--- src/rtl/fetch_pkg.sv ---
// Shared types, default sizes and the PC wrap helper for the instruction fetch queue.
package fetch_pkg;
  localparam int unsigned IW_DEF = 32;
  localparam int unsigned N_DEF  = 512;
  localparam int unsigned AW_DEF = $clog2(N_DEF);

  typedef struct packed {
    logic [AW_DEF-1:0] pc;
    logic [IW_DEF-1:0] instr;
  } fetch_entry_t;

  // Next word address, wrapping from n-1 back to 0 for non power-of-two memories.
  function automatic logic [31:0] pc_next(input logic [31:0] pc, input int unsigned n);
    return (pc == 32'(n - 1)) ? 32'd0 : pc + 32'd1;
  endfunction
endpackage

--- src/rtl/fetch_fifo.sv ---
// DEPTH-entry synchronous FIFO holding {pc, instr} entries; flush drops all contents.
module fetch_fifo
  import fetch_pkg::*;
#(
  parameter  int unsigned DEPTH = 4,
  parameter  int unsigned W     = $bits(fetch_entry_t),
  localparam int unsigned PW    = $clog2(DEPTH),
  localparam int unsigned CW    = PW + 1
) (
  input  logic          CLK,
  input  logic          RSTN,
  input  logic          i_push,
  input  logic          i_pop,
  input  logic          i_flush,
  input  logic [W-1:0]  i_data,
  output logic [CW-1:0] o_count,
  output logic [W-1:0]  o_head
);
  logic [W-1:0]  r_mem [DEPTH];
  logic [PW-1:0] r_wr_ptr;
  logic [PW-1:0] r_rd_ptr;
  logic [CW-1:0] r_count;
  logic          w_push;
  logic          w_pop;

  assign w_push  = i_push && (r_count != CW'(DEPTH));
  assign w_pop   = i_pop && (r_count != '0);
  assign o_count = r_count;
  assign o_head  = r_mem[r_rd_ptr];

  // Storage is cleared on reset so the head reads as zero out of reset.
  always_ff @(posedge CLK or posedge RSTN) begin
    if (RSTN) begin
      for (int i = 0; i < int'(DEPTH); i++) r_mem[i] <= '0;
      r_wr_ptr <= '0;
      r_rd_ptr <= '0;
      r_count  <= '0;
    end else if (i_flush) begin
      r_wr_ptr <= '0;
      r_rd_ptr <= '0;
      r_count  <= '0;
    end else begin
      if (w_push) begin
        r_mem[r_wr_ptr] <= i_data;
        r_wr_ptr        <= r_wr_ptr + PW'(1);
      end
      if (w_pop) r_rd_ptr <= r_rd_ptr + PW'(1);
      r_count <= r_count + CW'(w_push) - CW'(w_pop);
    end
  end
endmodule

--- src/rtl/instr_fetch_queue.sv ---
// Prefetching instruction fetch unit with PC-tagged buffer and redirect/discard handling.
// Optional performance counters are enabled with the FETCH_PERF_CNT_EN macro.
module instr_fetch_queue
  import fetch_pkg::*;
#(
  parameter  int unsigned N     = N_DEF,
  parameter  int unsigned IW    = IW_DEF,
  parameter  int unsigned DEPTH = 4,
  localparam int unsigned AW    = $clog2(N),
  localparam int unsigned CW    = $clog2(DEPTH) + 1
) (
  input  logic          CLK,
  input  logic          RSTN,
  input  logic          FETCH_EN,
  input  logic          REDIR_VALID,
  input  logic [AW-1:0] REDIR_PC,
  output logic          MEM_REQ_VALID,
  input  logic          MEM_REQ_READY,
  output logic [AW-1:0] MEM_REQ_ADDR,
  input  logic          MEM_RSP_VALID,
  input  logic [IW-1:0] MEM_RSP_DATA,
`ifdef FETCH_PERF_CNT_EN
  output logic [31:0]   PERF_FETCHED,
  output logic [31:0]   PERF_STALL,
  output logic [15:0]   PERF_FLUSH,
`endif
  output logic          INSTR_VALID,
  input  logic          INSTR_READY,
  output logic [IW-1:0] INSTR,
  output logic [AW-1:0] INSTR_PC
);
  localparam int unsigned SW = CW + 1;

  logic [AW-1:0]    r_pc;
  logic [AW-1:0]    r_rsp_pc;
  logic [CW-1:0]    r_outstanding;
  logic [CW-1:0]    r_discard;
  logic [CW-1:0]    w_count;
  logic [AW+IW-1:0] w_head;
  logic             w_credit;
  logic             w_req_fire;
  logic             w_rsp;
  logic             w_push;
  logic             w_pop;
  logic [CW-1:0]    w_out_after_rsp;

  // Buffered plus in-flight words may never exceed the buffer size.
  assign w_credit        = ({1'b0, w_count} + {1'b0, r_outstanding}) < SW'(DEPTH);
  assign MEM_REQ_VALID   = FETCH_EN && w_credit && !REDIR_VALID && !RSTN;
  assign MEM_REQ_ADDR    = r_pc;
  assign w_req_fire      = MEM_REQ_VALID && MEM_REQ_READY;
  assign w_rsp           = MEM_RSP_VALID && (r_outstanding != '0);
  assign w_push          = w_rsp && (r_discard == '0) && !REDIR_VALID;
  assign w_pop           = INSTR_VALID && INSTR_READY && !REDIR_VALID;
  assign w_out_after_rsp = r_outstanding - CW'(w_rsp);

  fetch_fifo #(.DEPTH(DEPTH), .W(AW + IW)) u_fifo (
    .CLK    (CLK),
    .RSTN   (RSTN),
    .i_push (w_push),
    .i_pop  (w_pop),
    .i_flush(REDIR_VALID),
    .i_data ({r_rsp_pc, MEM_RSP_DATA}),
    .o_count(w_count),
    .o_head (w_head)
  );

  assign INSTR_VALID     = (w_count != '0);
  assign {INSTR_PC, INSTR} = w_head;

  // Redirect turns every word still in flight into one to be discarded.
  always_ff @(posedge CLK or posedge RSTN) begin
    if (RSTN) begin
      r_pc          <= '0;
      r_rsp_pc      <= '0;
      r_outstanding <= '0;
      r_discard     <= '0;
    end else if (REDIR_VALID) begin
      r_pc          <= REDIR_PC;
      r_rsp_pc      <= REDIR_PC;
      r_outstanding <= w_out_after_rsp;
      r_discard     <= w_out_after_rsp;
    end else begin
      if (w_req_fire) r_pc <= AW'(pc_next(32'(r_pc), N));
      if (w_push) r_rsp_pc <= AW'(pc_next(32'(r_rsp_pc), N));
      r_outstanding <= w_out_after_rsp + CW'(w_req_fire);
      if (w_rsp && (r_discard != '0)) r_discard <= r_discard - CW'(1);
    end
  end

  a_no_stray_rsp: assert property (@(posedge CLK) disable iff (RSTN)
    !(MEM_RSP_VALID && (r_outstanding == '0)));

`ifdef FETCH_PERF_CNT_EN
  logic [31:0] r_perf_fetched;
  logic [31:0] r_perf_stall;
  logic [15:0] r_perf_flush;

  // Saturating event counters.
  always_ff @(posedge CLK or posedge RSTN) begin
    if (RSTN) begin
      r_perf_fetched <= '0;
      r_perf_stall   <= '0;
      r_perf_flush   <= '0;
    end else begin
      if (w_pop && (r_perf_fetched != '1)) r_perf_fetched <= r_perf_fetched + 32'd1;
      if (INSTR_READY && !INSTR_VALID && (r_perf_stall != '1)) r_perf_stall <= r_perf_stall + 32'd1;
      if (REDIR_VALID && (r_perf_flush != '1)) r_perf_flush <= r_perf_flush + 16'd1;
    end
  end

  assign PERF_FETCHED = r_perf_fetched;
  assign PERF_STALL   = r_perf_stall;
  assign PERF_FLUSH   = r_perf_flush;
`endif
endmodule

--- config.mk ---
export PLATFORM = sky130hd
export DESIGN_NAME = instr_fetch_queue
export DESIGN_NICKNAME = d
export VERILOG_FILES = /design/src/rtl/fetch_pkg.sv /design/src/rtl/fetch_fifo.sv /design/src/rtl/instr_fetch_queue.sv
export SDC_FILE = /design/constraint.sdc
export NUM_CORES = 1
export LEC_CHECK = 0
export CAP_MARGIN = 20
export CORE_ASPECT_RATIO = 0.6
export CORE_UTILIZATION = 50
export DETAILED_ROUTE_END_ITERATION = 8
export GPL_TIMING_DRIVEN = 0
export HOLD_SLACK_MARGIN = 0.02
export PLACE_DENSITY = 0.71
export SLEW_MARGIN = 20
export SYNTH_ARGS = -nofsm -noshare
export SYNTH_HDL_FRONTEND = slang
export SYNTH_SLANG_ARGS = --single-unit
--- constraint.sdc ---
create_clock -name CLK -period 8.18 [get_ports CLK]
set_input_delay 1.636 -clock CLK [delete_from_list [all_inputs] [get_ports CLK]]
set_output_delay 1.636 -clock CLK [all_outputs]
set_load 0.01 [all_outputs]
==> Yosys cells after proc, flatten, opt, wreduce, memory -nomap -nowiden <==
Cells that the tools add are included.
{ "op_classes": {"n_div": 0, "n_bitwise": 3, "shift": 0, "n_mux": 20, "eq_ne": 3, "n_lt_le_gt_ge": 4, "n_reduce_logical": 25, "addsub": 10, "multipliers": 0} }
{ "ops": {"columns": ["cell", "n"], "rows": [
  ["164-bit bitwise mux", 1],
  ["41-bit 2-to-1 mux", 3],
  ["41-bit binary-select mux with 2-bit select", 1],
  ["41-bit demux with 2-bit select", 1],
  ["9-bit 2-to-1 mux", 6],
  ["9-bit by 1-bit adder with 9-bit output, second input constant", 2],
  ["9-bit equality test, second input constant", 2],
  ["1-bit logical AND", 13],
  ["3-bit 2-to-1 mux", 4],
  ["2-bit nonzero test", 5],
  ["3-bit nonzero test", 3],
  ["2-bit 2-to-1 mux", 4],
  ["3-bit by 1-bit adder with 3-bit output", 2],
  ["3-bit >= comparator, second input constant", 2],
  ["2-bit NOT with 3-bit output", 2],
  ["3-bit by 1-bit subtractor with 3-bit output", 2],
  ["2-bit by 1-bit adder with 2-bit output, second input constant", 2],
  ["3-bit by 3-bit adder with 4-bit output", 1],
  ["4-bit by 3-bit < comparator with 1-bit output, second input constant", 1],
  ["3-bit logical NOT", 1],
  ["3-bit by 1-bit < comparator with 1-bit output, second input constant", 1],
  ["3-bit != test, second input constant", 1],
  ["3-bit by 1-bit subtractor with 3-bit output, second input constant", 1],
  ["1-bit logical NOT", 2],
  ["other kinds (2)", 2]
]} }
{ "totals": {"memories": 0, "in_bits": 48, "mem_bits_rw": 0, "regBits": 195, "latch_bits": 0, "wordCells": 76, "output_inout_bits": 52, "rom_bits": 0} }

==> Longest topological paths before layout <==
{ "logic_depth": {"ltp_word": 8, "mapped_depth": 11, "mapped_depth_nobuf": 11} }

==> By module <==
From an unflattened synthesis, not the netlist that was laid out.
{ "hier_totals": {"hier_cells": 617, "area_unflattened_um2": 9824.4} }
{ "modules_own_cells": {"columns": ["mod", "cells_each", "area_each_um2", "seq_area_each_um2", "instances"], "rows": [
  ["fetch_fifo", 440, 8234.1, 4279.1, 1],
  ["instr_fetch_queue", 177, 1590.3, 600.6, 1]
]} }

==> Worst setup path after synthesis <==
OpenSTA, ideal clock, no wires.
{ "synth_timing": {"kind": "input-to-output", "from": "input port REDIR_VALID", "to": "output port MEM_REQ_VALID", "n_path_buf": 0, "required_time_ps": 6544, "t_arrival_ps": 2215, "path_stages": 2, "setup_slack_ps": 4329, "path_cell_list": "nor4b_1 -> and3_1"} }
{ "synth_between": {"elab_chain_cells": 3} }
{ "synth_lines": {"columns": ["item", "line", "source"], "rows": [
  ["start, declared", "instr_fetch_queue.sv:15", "input logic REDIR_VALID,"],
  ["1-bit logical NOT", "instr_fetch_queue.sv:49", "assign MEM_REQ_VALID = FETCH_EN && w_credit && !REDIR_VALID && !RSTN;"],
  ["1-bit logical AND (2 in a row)", "instr_fetch_queue.sv:49", null],
  ["end, declared", "instr_fetch_queue.sv:17", "output logic MEM_REQ_VALID,"]
]} }
No other way between the ends.

==> Final worst setup path <==
Ends and elaborated chain as after synthesis.

==> flow_metrics.py <==
metrics = {
    "run_status": {
        "outcome": "completed",
    },
    "die": {
        "num_io_pins": 100,
        "initial_core_util_pct": 51.5,
        "die_y_um": 111,
        "core-area_um2": 19200,
        "placementRows": 39,
        "dieArea_um2": 20400,
        "dieWidth_um": 184,
    },
    "sta": {
        "slew_viol_final": 0,
        "finalCritPeriodShare_pct": 60.9,
        "final_hold_viol_count": 0,
        "worst_slew_pin_slew_ns": 0.741,
        "min_period_ns": 4.98,
        "max-slew-margin-rel_pct": 50.6,
        "rsz0062_at_grt": "false",
        "holdWs_ns": 0.505,
        "fin_skew_ns": 0.0113,
        "fmax_ghz": 0.201,
        "setup_slack_ns": 3.20,
        "fin_tns_setup_ns": 0,
        "setup_viol": 0,
    },
    "pwr": {
        "power_density_nw_per_um2": 295,
        "power.total_mw": 3.53,
        "ir_drop_uv": 156,
        "p_leak_nw": 5.27,
    },
    "synth": {
        "seq_area_frac_synth_pct": 49.3,
        "synth.distinct_cells": 47,
        "synth_ff_type": "dfrtp_1",
        "synth_nets": 685,
        "avgSynthCellArea_um2": 16.0,
        "synth_seq_cells": 195,
        "synthArstFlopShare_pct": 100,
        "synth_edf_count": 0,
        "netlist_instances": 618,
        "ys_warn_count": 0,
        "syn_area_um2": 9900,
    },
    "finish": {
        "stdcell_area_um2": 12000,
        "finalNonFillerCells": 1017,
        "post-route-util_pct": 62.2,
        "antennaDiodeCount": 0,
        "layout_commonest_cell": "dfrtp_1",
        "final_cell_mix": "dfrtp_1, mux2_4, clkdlybuf4s50_1, mux4_2, nor2_1",
        "nNetsFinal": 805,
        "syn_to_final_growth_pct": 20.7,
        "drive_above_1_share_pct": 36.2,
    },
    "routing": {
        "drc": 0,
        "wire_per_inst_um": 20.3,
        "antenna_left": 0,
        "vias_per_cell": 5.50,
        "drt_iter0_markers": 310,
        "wl_mm": 20.7,
        "drtPass1Iterations": 5,
        "vias": 5591,
    },
    "place": {
        "portBuffers": 99,
        "place_area_um2": 11300,
        "dp_hpwl_mm": 14.3,
        "dp_slack_ns": 3.19,
        "gp_congestion": 0.830,
        "dp_cells": 985,
    },
    "critical_path": {
        "cp_max_fo": 4,
        "endpoint_kind": "primary output",
        "cp.required_ns": 6.54,
        "worst-r2r-cell-count": 9,
        "slowest_stage": "clkdlybuf4s50_1",
        "crit_path_cell_trace": "clkdlybuf4s50_1 -> nor4b_1 -> and3_1 -> clkdlybuf4s50_1",
        "r2r_start": "r_rsp_pc[1]$_DFFE_PP0P_",
        "path_common_cell": "clkdlybuf4s50_1",
        "path_delay_family": "buffers and inverters",
        "worst_r2r_endpoint": "r_rsp_pc[4]$_DFFE_PP0P_",
        "timing.reg2reg.setup_slack_ns": 5.62,
        "cp_slowest_stage_delay_ns": 0.55,
        "critical_path_class": "in -> out",
        "arrival_ns": 3.34,
        "path_buf_inv": 2,
        "crit_path_start_kind": "input pin",
    },
    "clock_network": {
        "clock_path_buffers": 2,
        "cts_buffers": 17,
        "clk_latency_ns": 0.43,
        "clk_pin_slew_ns": 0.07,
        "ctsResizeCount": 0,
        "cts_max_level": 4,
        "post_cts_buffers": 0,
        "cts_tree": "built",
        "ctsHoldBuffers": 0,
        "clockRootBuffer": "clkbuf_16",
        "cts_sinks": 195,
    },
    "grt": {
        "antenna_found_initial": 0,
        "grt_pass1_vias": 6078,
        "grt_pass1_wl_mm": 34.2,
        "grtUsageTotal_pct": 22.1,
        "grt-ovfl-total": 0,
        "grt_max_degree": 82,
    },
    "run": {
        "drv_cap": 0,
    },
    "hold_path": {
        "worstHoldEndpoint": "u_fifo.r_mem[80]$_DFFE_PP0P_",
        "hp-class": "reg -> reg",
        "hold_path_depth": 1,
        "min-delay-start": "u_fifo.r_mem[80]$_DFFE_PP0P_",
    },
}
==> kinds of logic after synthesis <==
kind of cell	after synthesis	synth area share, %
xor+xnor	9	0.796
mux	211	34.7
simple gates	77	4.06
fa+ha+maj	19	2.48
buf+inv	60	5.26
flops	195	49.3
compound gates	47	3.47
==> state kept, by name (all words and copies together), names as in the netlist <==
| signal | count |
|---|---|
| MEM_REQ_ADDR | 9 |
| r_discard | 3 |
| r_outstanding | 3 |
| r_rsp_pc | 9 |
| u_fifo.o_count | 3 |
| u_fifo.r_mem | 164 |
| u_fifo.r_rd_ptr | 2 |
| u_fifo.r_wr_ptr | 2 |
==> worst register-to-register path, cell delays in order, from the launching register on <==
cell     delay (ns)
dfrtp_1        0.51
ha_1           0.27
nand3_1        0.15
nor4_1         0.31
ha_1           0.20
buf_1          0.31
a31oi_1        0.09
o31ai_1        0.23
o31ai_1        0.10
mux2_2         0.27
==> report_power, final <==
group          internal (mW)  switching (mW)
Sequential              1.18           0.145
Clock                  0.556           0.374
Combinational          0.794           0.480
Total                   2.53           0.999
==> per-layer routing <==
layer,GRT usage [%],part of all wire [%],vias up
li1,-,-,2511
met1,33.7,50,2929
met4,6.72,1.4,0
met3,4.11,4.0,23
met2,31.8,44,128
met5,0,0,-
==> worst max-delay path by stage <==
stage | cells after the start | start | slack, ns | end
floorplan | 1 | RSTN | 1.23 | MEM_REQ_ADDR[0]$_DFFE_PP0P_
global placement | 2 | RSTN | -0.89 | u_fifo.r_mem[136]$_DFFE_PP0P_
detailed placement | 4 | REDIR_VALID | 3.19 | MEM_REQ_VALID
CTS | 4 | REDIR_VALID | 3.19 | MEM_REQ_VALID
global route | 4 | REDIR_VALID | 3.03 | MEM_REQ_VALID
finish | 4 | REDIR_VALID | 3.20 | MEM_REQ_VALID
==> area by class of cell <==
class,count,area (µm²)
plain buffers,41,449
clock buffers,18,439
clock inverters,14,223
fillers,1436,7270
inverters,19,78.8
multi-input cells,363,4500
flip-flops and latches,195,4880
well taps,266,333
repair buffers,101,1050
==> Yosys cell counts, types with 5 or more instances <==
cell type	instances	area share (%)
mux2_4	160	24
ha_1	18	2.3
mux4_2	41	9.3
mux2_2	6	0.68
nand3_1	12	0.61
inv_1	19	0.72
a21oi_1	5	0.25
buf_12	16	3.2
o311ai_0	6	0.53
nor3_1	5	0.25
xnor2_1	5	0.44
a31oi_1	8	0.51
clkbuf_1	14	0.53
dfrtp_1	195	49
nor2_1	19	0.72
o211ai_1	8	0.61
nand2_1	18	0.68
o21ai_0	7	0.35
Power figures use the tool's default switching activity.
